<file path="src/rtl/stage_1_fetch_if.sv">
// Instruction-memory bus between the fetch stage (master) and instruction memory (slave).
// Requests are accepted on req & ready; responses return in request order on rvalid.
interface stage_1_fetch_if;
    logic        imem_req_out;
    logic [31:0] imem_addr_out;
    logic        imem_ready;
    logic        imem_rvalid;
    logic [31:0] imem_rdata;

    modport master (
        output imem_req_out,
        output imem_addr_out,
        input  imem_ready,
        input  imem_rvalid,
        input  imem_rdata
    );

    modport slave (
        input  imem_req_out,
        input  imem_addr_out,
        output imem_ready,
        output imem_rvalid,
        output imem_rdata
    );
endinterface

</file>
<file path="src/rtl/stage_1_fetch.sv">
// Pipeline stage 1: fetch PC generation, in-order instruction requests, a small
// prefetch FIFO and the registered instruction/PC/bubble interface to decode.
// Redirects flush buffered words and count the stale in-flight responses to drop.
module stage_1_fetch #(
    parameter logic [31:0] RESET_PC   = 32'h0000_0000,
    parameter int          FIFO_DEPTH = 2,
    parameter logic [31:0] NOP_INSN   = 32'h0000_0013
) (
    input  logic                   clk,
    input  logic                   rst_n,
    input  logic                   stall,
    input  logic                   redirect_enable,
    input  logic [31:0]            redirect_addr,
    stage_1_fetch_if.master        imem,
    output logic [31:0]            instruction_out,
    output logic [31:0]            pc_out,
    output logic                   discard_out
);

    localparam int CNT_W = $clog2(FIFO_DEPTH + 1);
    localparam int PTR_W = (FIFO_DEPTH > 1) ? $clog2(FIFO_DEPTH) : 1;
    localparam logic [CNT_W:0]   DEPTH_OCC = (CNT_W + 1)'(FIFO_DEPTH);
    localparam logic [PTR_W-1:0] LAST_PTR  = PTR_W'(FIFO_DEPTH - 1);

    // Control state
    logic [31:0]      fetch_pc_reg;     // address of the next request
    logic [31:0]      resp_pc_reg;      // PC belonging to the next kept response
    logic [CNT_W-1:0] outstanding_reg;  // accepted requests not yet answered
    logic [CNT_W-1:0] drop_cnt_reg;     // stale responses still to be thrown away
    logic [CNT_W-1:0] count_reg;        // FIFO occupancy
    logic [PTR_W-1:0] rd_ptr_reg;
    logic [PTR_W-1:0] wr_ptr_reg;

    // Decode-facing output registers
    logic [31:0]      insn_reg;
    logic [31:0]      pc_reg;
    logic             discard_reg;

    // Prefetch storage (data only, no reset needed)
    logic [31:0]      fifo_insn [FIFO_DEPTH];
    logic [31:0]      fifo_pc   [FIFO_DEPTH];

    logic [CNT_W:0]   occupancy;
    logic             accept;
    logic             resp_valid;
    logic             keep;
    logic             advance;
    logic             pop;
    logic             bypass;
    logic             push;

    function automatic logic [PTR_W-1:0] ptr_inc(input logic [PTR_W-1:0] p);
        if (p == LAST_PTR) begin
            return '0;
        end
        return p + 1'b1;
    endfunction

    // Buffered words plus in-flight requests must never exceed the FIFO size, so every
    // response always has a slot to land in. A response with nothing outstanding is a
    // leftover from before a reset and is ignored.
    assign occupancy  = {1'b0, count_reg} + {1'b0, outstanding_reg};
    assign imem.imem_req_out  = rst_n && !redirect_enable && (occupancy < DEPTH_OCC);
    assign imem.imem_addr_out = fetch_pc_reg;

    assign accept     = imem.imem_req_out && imem.imem_ready;
    assign resp_valid = imem.imem_rvalid && (outstanding_reg != '0);
    assign keep       = resp_valid && (drop_cnt_reg == '0);
    // A bubble is never held, otherwise decode's own discard-induced stall could deadlock.
    assign advance    = !stall || discard_reg;
    assign pop        = advance && (count_reg != '0);
    assign bypass     = advance && (count_reg == '0) && keep;
    assign push       = keep && !bypass && !redirect_enable;

    assign instruction_out = insn_reg;
    assign pc_out          = pc_reg;
    assign discard_out     = discard_reg;

    // Fetch/response bookkeeping and the output register; redirect overrides everything.
    always_ff @(posedge clk or negedge rst_n) begin
        if (!rst_n) begin
            fetch_pc_reg    <= RESET_PC;
            resp_pc_reg     <= RESET_PC;
            outstanding_reg <= '0;
            drop_cnt_reg    <= '0;
            count_reg       <= '0;
            rd_ptr_reg      <= '0;
            wr_ptr_reg      <= '0;
            insn_reg        <= NOP_INSN;
            pc_reg          <= '0;
            discard_reg     <= 1'b1;
        end else if (redirect_enable) begin
            fetch_pc_reg    <= {redirect_addr[31:2], 2'b00};
            resp_pc_reg     <= {redirect_addr[31:2], 2'b00};
            // Everything still in flight after this cycle is stale, including nothing
            // for the response arriving right now (it is discarded here directly).
            outstanding_reg <= outstanding_reg - CNT_W'(resp_valid);
            drop_cnt_reg    <= outstanding_reg - CNT_W'(resp_valid);
            count_reg       <= '0;
            rd_ptr_reg      <= '0;
            wr_ptr_reg      <= '0;
            insn_reg        <= NOP_INSN;
            discard_reg     <= 1'b1;
        end else begin
            if (accept) begin
                fetch_pc_reg <= fetch_pc_reg + 32'd4;
            end
            outstanding_reg <= outstanding_reg + CNT_W'(accept) - CNT_W'(resp_valid);
            if (resp_valid && (drop_cnt_reg != '0)) begin
                drop_cnt_reg <= drop_cnt_reg - 1'b1;
            end
            if (keep) begin
                resp_pc_reg <= resp_pc_reg + 32'd4;
            end
            if (push) begin
                wr_ptr_reg <= ptr_inc(wr_ptr_reg);
            end
            if (pop) begin
                rd_ptr_reg <= ptr_inc(rd_ptr_reg);
            end
            count_reg <= count_reg + CNT_W'(push) - CNT_W'(pop);

            if (pop) begin
                insn_reg    <= fifo_insn[rd_ptr_reg];
                pc_reg      <= fifo_pc[rd_ptr_reg];
                discard_reg <= 1'b0;
            end else if (bypass) begin
                insn_reg    <= imem.imem_rdata;
                pc_reg      <= resp_pc_reg;
                discard_reg <= 1'b0;
            end else if (advance) begin
                insn_reg    <= NOP_INSN;
                discard_reg <= 1'b1;
            end
        end
    end

    // Prefetch FIFO write port: kept responses that could not go straight to decode.
    always_ff @(posedge clk) begin
        if (push) begin
            fifo_insn[wr_ptr_reg] <= imem.imem_rdata;
            fifo_pc[wr_ptr_reg]   <= resp_pc_reg;
        end
    end

endmodule
</file>
<file path="src/flat_wrapper.sv">
// flat-port wrapper written by rule: the top's interface ports become plain ports
module stage_1_fetch_flat 
#(
    parameter logic [31:0] RESET_PC   = 32'h0000_0000,
    parameter int          FIFO_DEPTH = 2,
    parameter logic [31:0] NOP_INSN   = 32'h0000_0013
)
  (clk, rst_n, stall, redirect_enable, redirect_addr, instruction_out, pc_out, discard_out, imem_imem_req_out, imem_imem_addr_out, imem_imem_ready, imem_imem_rvalid, imem_imem_rdata);
  stage_1_fetch_if imem_i ();
  input  logic clk;
  input  logic rst_n;
  input  logic stall;
  input  logic redirect_enable;
  input  logic [31:0] redirect_addr;
  output logic [31:0] instruction_out;
  output logic [31:0] pc_out;
  output logic discard_out;
  output wire logic [$bits(imem_i.imem_req_out)-1:0] imem_imem_req_out;
  output wire logic [$bits(imem_i.imem_addr_out)-1:0] imem_imem_addr_out;
  input wire logic [$bits(imem_i.imem_ready)-1:0] imem_imem_ready;
  input wire logic [$bits(imem_i.imem_rvalid)-1:0] imem_imem_rvalid;
  input wire logic [$bits(imem_i.imem_rdata)-1:0] imem_imem_rdata;
  assign imem_imem_req_out = imem_i.imem_req_out;
  assign imem_imem_addr_out = imem_i.imem_addr_out;
  assign imem_i.imem_ready = imem_imem_ready;
  assign imem_i.imem_rvalid = imem_imem_rvalid;
  assign imem_i.imem_rdata = imem_imem_rdata;
  stage_1_fetch #(.RESET_PC(RESET_PC), .FIFO_DEPTH(FIFO_DEPTH), .NOP_INSN(NOP_INSN)) u_core (.clk(clk), .rst_n(rst_n), .stall(stall), .redirect_enable(redirect_enable), .redirect_addr(redirect_addr), .imem(imem_i), .instruction_out(instruction_out), .pc_out(pc_out), .discard_out(discard_out));
endmodule
</file>
<file path="config.mk">
export PLATFORM = sky130hd
export DESIGN_NAME = stage_1_fetch_flat
export DESIGN_NICKNAME = d
export VERILOG_FILES = /design/src/rtl/stage_1_fetch_if.sv /design/src/rtl/stage_1_fetch.sv /design/src/flat_wrapper.sv
export SDC_FILE = /design/constraint.sdc
export NUM_CORES = 1
export LEC_CHECK = 0
export ABC_AREA = 1
export CAP_MARGIN = 20
export CORE_ASPECT_RATIO = 0.7
export CORE_MARGIN = 2
export CORE_UTILIZATION = 40
export DETAILED_ROUTE_END_ITERATION = 10
export HOLD_SLACK_MARGIN = 0.12
export RECOVER_POWER = 50
export SETUP_SLACK_MARGIN = 0.02
export SYNTH_ARGS = -nofsm -noshare
export SYNTH_HDL_FRONTEND = slang
export SYNTH_SLANG_ARGS = --single-unit
export TNS_END_PERCENT = 10
</file>
<file path="constraint.sdc">
create_clock -name clk -period 5.4 [get_ports clk]
set_input_delay 0.54 -clock clk [delete_from_list [all_inputs] [get_ports clk]]
set_output_delay 0.54 -clock clk [all_outputs]
set_load 0.01 [all_outputs]
</file>
# Word level (Yosys, flattened, before mapping)
# Memories as Yosys holds them, arrays and structs flattened.
# Index checks and enable logic that the tools add are counted.
# W data, S select, Z words.
[totals]
reg_bits = 137
ramBits = 128
input_bits = 70
elab_cells = 87
n_memories = 2
[memory_table]
columns = ["memory", "words", "width", "rd", "rd_clocked_by_memory_dff", "wr", "line", "rtl"]
rows = [
  ["u_core.fifo_insn", 2, 32, 1, 0, 1, "stage_1_fetch.sv:40", "logic [31:0] fifo_insn [FIFO_DEPTH];"],
  ["u_core.fifo_pc", 2, 32, 1, 0, 1, "stage_1_fetch.sv:41", "logic [31:0] fifo_pc [FIFO_DEPTH];"],
]
[op_classes]
n_addsub = 11
n_lt_le_gt_ge = 1
mux = 34
n_bitwise = 1
n_reduce_logical = 28
[ops]
columns = ["cell", "count"]
rows = [
  ["$mux W32", 10],
  ["$add A32 B3 Y32 const B", 2],
  ["$mux W1", 20],
  ["$reduce_bool A2 Y1", 9],
  ["$logic_and A1 B1 Y1", 11],
  ["$mux W2", 4],
  ["$sub A2 B1 Y2", 3],
  ["$add A2 B1 Y2", 2],
  ["$logic_not A2 Y1", 2],
  ["$reduce_bool A4 Y1", 1],
  ["$add A2 B2 Y3", 1],
  ["$logic_not A1 Y1", 3],
  ["$lt A3 B2 Y1 const B", 1],
  ["$add A1 B1 Y1 const B", 2],
  ["$reduce_and A2 Y1", 1],
  ["$sub A2 B1 Y2 const B", 1],
  ["$logic_or A1 B1 Y1", 1],
  ["$not A1 Y1", 1],
]

# Depth between registers and ports, before layout
# Gate-level depths: netlist of run 1.
[depth]
word_depth = 12
depth_mapped = 14
depth_no_buf = 12

# Worst setup path after synthesis of run 1
# OpenSTA, ideal clock, no wires.
[synth_timing]
path_type = "in2reg"
from = "in redirect_enable"
to = "mem u_core.fifo_insn[1][0], enable pin"
arrival_ns = 5.422
slack_ns = -0.581
stages = 5
n_path_buf = 2
path_cell_list = "buf_4 inv_2 clkbuf_1 nand2_1 nor3_1"
[synth_between]
elab_chain_len = 4
[synth_rtl]
columns = ["element", "line", "rtl"]
rows = [
  ["start, declared", "flat_wrapper.sv:13", "input logic redirect_enable;"],
  ["$logic_not A1 Y1", "stage_1_fetch.sv:73", "assign push = keep && !bypass && !redirect_enable;"],
  ["$logic_and A1 B1 Y1", "stage_1_fetch.sv:73", ""],
  ["$mux W1", "stage_1_fetch.sv:140", "if (push) begin"],
  ["$mux W1 (not written as such)", "stage_1_fetch.sv:141", "fifo_insn[wr_ptr_reg] <= imem.imem_rdata;"],
  ["end, declared", "stage_1_fetch.sv:40", ""],
]
# No other way between the ends.

# Final worst setup path of run 1
[layout_timing]
from = "reg u_core.discard_reg, in the netlist u_core.discard_out"
to = "reg u_core.count_reg[1]"
[layout_between]
elab_chain_len = 9
word_cells_on_any_way = 10
cone_classes = "add/sub (2); mux (1); reduce/logical (7)"
[layout_rtl]
columns = ["element", "line", "rtl"]
rows = [
  ["start, declared", "stage_1_fetch.sv:37", "logic discard_reg;"],
  ["start signal, assigned", "stage_1_fetch.sv:91", "discard_reg <= 1'b1;"],
  ["start signal, assigned", "stage_1_fetch.sv:103", "discard_reg <= 1'b1;"],
  ["start signal, assigned", "stage_1_fetch.sv:126", "discard_reg <= 1'b0;"],
  ["$logic_or A1 B1 Y1 (*)", "stage_1_fetch.sv:70", "assign advance = !stall || discard_reg;"],
  ["$logic_and A1 B1 Y1 (2 in series)", "stage_1_fetch.sv:72", "assign bypass = advance && (count_reg == '0) && keep;"],
  ["$logic_not A1 Y1", "stage_1_fetch.sv:73", ""],
  ["$logic_and A1 B1 Y1 (2 in series)", "stage_1_fetch.sv:73", ""],
  ["$add A2 B1 Y2", "stage_1_fetch.sv:121", "count_reg <= count_reg + CNT_W'(push) - CNT_W'(pop);"],
  ["$sub A2 B1 Y2 (*)", "stage_1_fetch.sv:121", ""],
  ["$mux W2 (*)", "stage_1_fetch.sv:92", "end else if (redirect_enable) begin"],
  ["end signal, assigned", "stage_1_fetch.sv:121", ""],
  ["end, declared", "stage_1_fetch.sv:30", "logic [CNT_W-1:0] count_reg;"],
]
# Mark *: on every way between the ends. The rest lies on a longest branch, timed or not.
# A chain may end at the register's enable or synchronous reset.

==> results.json, run 1 <==
{
  "drc": 0,
  "post_drt_via_cell_ratio": 5.10,
  "reg2reg_slack_ps": 1680,
  "syn_area_per_cell_um2": 8.93,
  "dieArea_um2": 31500,
  "fin_crit_ps": 3720,
  "end_kind": "flop",
  "crit_chain": "nor2_1 -> nor2_4 -> clkbuf_1 -> ha_1 -> inv_1 -> ha_1 -> xor2_1 -> nor2_1",
  "critPathRequiredTime_ps": 5810,
  "synthCells": 1346,
  "multi_input_area_um2": 4280,
  "fin_area_um2": 14900,
  "cts_setup_buffers": 0,
  "finalSetupTns_ps": 0,
  "gr-total-overflow": 0,
  "slowest_stage": "clkbuf_1",
  "clk_pin_slew_worst_paths_ps": 70,
  "cts.sinks": 255,
  "clk_latency_ps": 550,
  "cap_violations": 2,
  "violations": "capacitance limit, slew limit",
  "track_usage": 0.211,
  "grt_pass1_wl_um": 52100,
  "io_pins": 168,
  "worstRegToRegCells": 8,
  "cts_tree": "built",
  "synth_edf_count": 124,
  "startpoint": "u_core.discard_out",
  "first_pass_iters": 5,
  "hp-class": "flop to flop",
  "relSlewSlack": -0.776,
  "min_from": "u_core.instruction_out[24]",
  "drv_slew": 108,
  "crit_fanout": 66,
  "die_w_um": 211,
  "whs_endpoint": "u_core.instruction_out[24]",
  "wl_per_cell_um": 17.3,
  "hold_viol": 0,
  "numCtsBuffers": 27,
  "drtIter0Drc": 725,
  "coreArea_um2": 29800,
  "root_buffer": "clkbuf_16",
  "start_util": 0.404,
  "largest_reg_flops": 64,
  "dieHeight_um": 149,
  "synth.distinct_cells": 40,
  "ant_nets": 0,
  "outcome": "finished, violations left",
  "synth_seq_cells": 255,
  "setup.worst_path.start_class": "flop",
  "top_register": "u_core.fifo_insn",
  "wl_um": 32900,
  "dp_hpwl_um": 21300,
  "vias": 9717,
  "vdd_drop_max_v": 0.000315,
  "yosysSeqAreaShare": 0.583,
  "finClkSkew_ps": 13.8,
  "grt_max_degree": 67,
  "synthArstFlopShare": 0.514,
  "crit_type": "flop to flop",
  "num_rows": 53,
  "yosys_warnings": 0,
  "netlist_area_um2": 12000,
  "r2r_end": "u_core.count_reg[1]",
  "port_buffers": 161,
  "fmax_mhz": 269,
  "hold_depth": 2,
  "slowest_delay_ps": 1880,
  "gp_congestion": 0.891,
  "antenna_found_initial": 1,
  "powerDensity_nw_per_um2": 462,
  "layout.nets": 1575,
  "crit_arrival_ps": 4130,
  "yosys.area.top_type": "edfxtp_1",
  "setup_viol": 0,
  "synth_top_area_share": 0.310,
  "htree_num_levels": 1,
  "seq_area_um2": 7010,
  "grt_pass1_vias": 9079,
  "fill_cells": 2749,
  "final.period_utilization": 0.689,
  "power_leakage_nw": 6.41,
  "placed_area_um2": 13900,
  "rsz0062_at_grt": "false",
  "drive_gt1_frac": 0.0567,
  "holdWs_ps": 472,
  "synth-main-ff-cell": "dfrtp_1",
  "syn_to_final_growth_pct": 24.2,
  "max_slew.worst_pin.slew_ps": 2660,
  "cts.path.max_buffers": 3,
  "r2r-start": "u_core.discard_out",
  "synth_area_leaders": "edfxtp_1, dfrtp_1, nand2_1"
}
==> repair_timing <==
action,4_1_cts,5_1_grt
hold buffers,1,0
gates resized for setup,0,0
hold endpoints to repair,47,0
==> stage by stage <==
step	util	std cells	setup WS, ps	power (mW)
floorplan	-	1349	1130	4.02
global placement	0.468	1851	2010	4.94
detailed placement	0.468	1851	1920	4.97
CTS	0.501	1902	2320	7.03
global route	0.502	1904	1250	7.34
finish	0.502	1904	1680	6.90
==> cell usage in the layout, fill, tap and decap left out, types with 5 or more instances in the layout <==
cell,netlist,routed
clkinv_2,0,5
o211ai_1,44,44
clkdlybuf4s50_1,0,74
a21oi_1,41,41
inv_2,6,6
nand2_1,396,396
buf_4,7,11
edfxtp_1,124,124
clkbuf_1,25,5
ha_1,7,7
nor2_1,167,166
o21ai_0,86,88
o31ai_1,6,6
inv_1,111,111
nand3_1,77,77
dlygate4sd3_1,0,86
xnor2_1,5,5
dfrtp_1,127,126
nand4_1,15,15
clkbuf_16,0,27
nor3_1,13,13
a31oi_1,8,8
bufinv_16,0,6
xor2_1,16,16
==> layout make-up <==
| cell class | instances | share of cell area |
|---|---|---|
| Clock buffer | 31 | 0.0476 |
| Multi-Input combinational cell | 918 | 0.287 |
| Sequential cell | 255 | 0.469 |
| Clock inverter | 19 | 0.0178 |
| Inverter | 118 | 0.0297 |
| Timing Repair Buffer | 177 | 0.116 |
| Tap cell | 385 | 0.0323 |
| Antenna cell | 1 | 0.000168 |
==> Yosys cell counts, types with 2 or more instances <==
master,instances
nand3_1,77
inv_1,111
o21bai_1,3
ha_1,7
clkbuf_1,25
inv_2,6
buf_6,6
a21oi_1,41
edfxtp_1,124
o211ai_1,44
or2_2,3
nand2_1,396
buf_2,19
xor2_1,16
nor2_2,5
xnor2_1,5
nand4_1,15
a22oi_1,3
nor2_4,2
dfstp_2,4
dfrtp_1,127
nor3_1,13
and2_1,2
buf_4,7
a31oi_1,8
o31ai_1,6
o221ai_1,2
o21ai_1,5
nand2_2,2
nor2_1,167
o21ai_0,86
==> how the worst max path moves through the flow <==
stage	end	cells after the start	slack (ps)
after floorplan	u_core.fifo_insn[0][0]	5	1130
after CTS	u_core.imem.imem_addr_out[20]	12	2320
after global routing	u_core.instruction_out[6]	4	1250
after detailed placement	u_core.fifo_insn[0][10]	8	1920
after global placement	u_core.fifo_insn[0][9]	8	2010
final	u_core.count_reg[1]	8	1680
==> kinds of logic (layout without fill, tap and decap cells) <==
group / Yosys count / count (layout) / share of synthesized area
and+or+nand+nor: 685 / 685 / 0.232
DFF: 255 / 255 / 0.583
AOI/OAI and AO/OA: 200 / 200 / 0.0974
buffers and inverters: 176 / 345 / 0.0629
xor gates and xnor gates: 21 / 21 / 0.0153
adders and majority gates: 8 / 8 / 0.00895
other: 1 / 5 / 0.000312
==> power by group <==
group / internal (mW) / switching [mW]
clock: 1.24 / 0.798
combinational: 0.814 / 1.30
sequential: 2.41 / 0.334
total: 4.46 / 2.44
==> routing by layer <==
metal	global-route usage	routed length [um]	vias up
met2	0.294	13500	294
met3	0.0343	2200	42
met1	0.342	16700	4629
met5	0	0	-
met4	0.0430	515	0
li1	-	-	4752
==> worst max-delay path: cells and delay by family, from the launching register on <==
family / cells / cell delay (ps)
XOR/XNOR: 1 / 140
adder cells (fa/ha/maj): 2 / 680
buffers and inverters: 2 / 1950
flip-flops: 1 / 550
AND/OR/NAND/NOR: 3 / 260
Note: power is estimated with default switching activity, not from simulation.
==> inputs of run 2 (changes only) <==
clock period = 3.8 ns   (was 5.4 ns; I/O delays follow)
==> results.json, run 2 (same netlist as run 1, synthesis figures left out) <==
{
  "slowest_stage": "nand2_1",
  "power_leakage_nw": 6.37,
  "hp-class": "input pin to async pin",
  "finClkSkew_ps": 16.8,
  "relSlewSlack": -0.0424,
  "final_common_cell": "nand2_1",
  "finalSetupTns_ps": 0,
  "final.period_utilization": 0.780,
  "cts_tree": "built",
  "grt_pass1_vias": 9054,
  "crit_type": "flop to flop",
  "gp_congestion": 0.925,
  "dieHeight_um": 149,
  "cts_hold_buffers": 1,
  "drive_gt1_frac": 0.0578,
  "crit_fanout": 18,
  "crit_arrival_ps": 3380,
  "placed_area_um2": 14000,
  "grt_pass1_wl_um": 50600,
  "track_usage": 0.205,
  "worst_path_most_repeated_cell": "nand2_1",
  "setup.worst_path.start_class": "flop",
  "syn_to_final_growth_pct": 24.0,
  "layout.nets": 1578,
  "num_rows": 53,
  "crit_chain": "nand2_1 -> inv_1 -> fa_1 -> nor2_1 -> nand3_1 -> inv_1 -> nand2_1 -> nand2_1 -> inv_2 -> nand2_1 -> nand2_1 -> o21bai_1",
  "drc": 0,
  "critPathRequiredTime_ps": 4220,
  "powerDensity_nw_per_um2": 649,
  "cap_violations": 1,
  "r2r-start": "u_core.count_reg[0]",
  "top_register": "u_core.fifo_insn",
  "antenna_found_initial": 0,
  "wl_um": 32600,
  "crit_buf_inv": 3,
  "first_pass_iters": 5,
  "post_drt_via_cell_ratio": 5.08,
  "fmax_mhz": 337,
  "numCtsBuffers": 28,
  "startpoint": "u_core.count_reg[0]",
  "wl_per_cell_um": 17.1,
  "ant_nets": 0,
  "cts_setup_buffers": 0,
  "switching_power_mw": 3.43,
  "pwr-share-seq": 0.405,
  "drv_slew": 58,
  "p_sw_frac": 0.354,
  "outcome": "finished, violations left",
  "port_buffers": 161,
  "mostFrequentLayoutCells": "nand2_1, nor2_1, dfrtp_1",
  "fin_crit_ps": 2960,
  "fin_area_um2": 14900,
  "largest_reg_flops": 64,
  "root_buffer": "clkbuf_16",
  "dp_hpwl_um": 21400,
  "htree_num_levels": 1,
  "clkPwrFrac": 0.281,
  "gr-total-overflow": 0,
  "cpLargestDelayFamily": "simple AND/OR/NAND/NOR gates",
  "cts.path.max_buffers": 3,
  "violations": "capacitance limit, slew limit",
  "start_util": 0.404,
  "slowest_delay_ps": 570,
  "cts.sinks": 255,
  "clk_pin_slew_worst_paths_ps": 60,
  "drtIter0Drc": 755,
  "clk_latency_ps": 540,
  "coreArea_um2": 29800,
  "end_kind": "flop",
  "grt_max_degree": 65,
  "max_slew.worst_pin.slew_ps": 1560,
  "vdd_drop_max_v": 0.000439,
  "dieArea_um2": 31500,
  "die_w_um": 211,
  "cts_repair_resize_count": 0,
  "rsz0062_at_grt": "false",
  "hold_viol": 0,
  "io_pins": 168,
  "setup_viol": 0,
  "combPwrFrac": 0.314,
  "vias": 9699,
  "p_int_mw": 6.24
}
==> run 2: path summary, 6_finish.rpt <==
kind / slack, ps / depth (start not counted) / to
worst min register to register: 470 / 2 / u_core.instruction_out[25]
worst min-delay path: 270 / 2 / u_core.pc_out[9]
max in group asynchronous: 1640 / 3 / u_core.rd_ptr_reg
worst max-delay path: 840 / 12 / u_core.imem.imem_addr_out[20]
min in group clk: 330 / 4 / u_core.instruction_out[12]
worst max register to register: 840 / 12 / u_core.imem.imem_addr_out[20]
==> run 2: stage by stage <==
step	util	std cells	power, mW	hold WS (ps)	setup WS (ps)
after global routing	0.501	1907	10.3	290	608
after floorplan	-	1349	5.71	84.4	724
after detailed placement	0.470	1854	7.08	265	856
after CTS	0.501	1907	9.83	265	820
final	0.501	1908	9.67	270	836
after global placement	0.470	1854	7.01	264	902
==> run 2: final cells by class <==
| cell class | count | area, um2 |
|---|---|---|
| clock buffer | 38 | 768 |
| sequential | 255 | 7010 |
| clock inverter | 14 | 159 |
| timing repair buffer | 179 | 1760 |
| antenna | 1 | 2.50 |
| multi-input combinational | 918 | 4290 |
| fill | 2768 | 14900 |
| inverter | 118 | 443 |
| tap | 385 | 482 |
==> run 2: layer usage <==
metal  share of wire  GRT usage  vias to the layer above
li1                -          -                     4769
met1            0.50      0.327                     4627
met2            0.43      0.294                      270
met3           0.059     0.0331                       33
met4           0.011     0.0356                        0
met5               0          0                        -
==> run 2: power by group through the flow <==
stage | logic, mW | clock network [mW] | registers (mW)
after global placement | 3.06 | 0 | 3.96
after global routing | 3.41 | 2.90 | 3.98
after detailed placement | 3.12 | 0 | 3.96
after CTS | 3.14 | 2.78 | 3.91
final | 3.04 | 2.72 | 3.91
after floorplan | 1.76 | 0 | 3.95
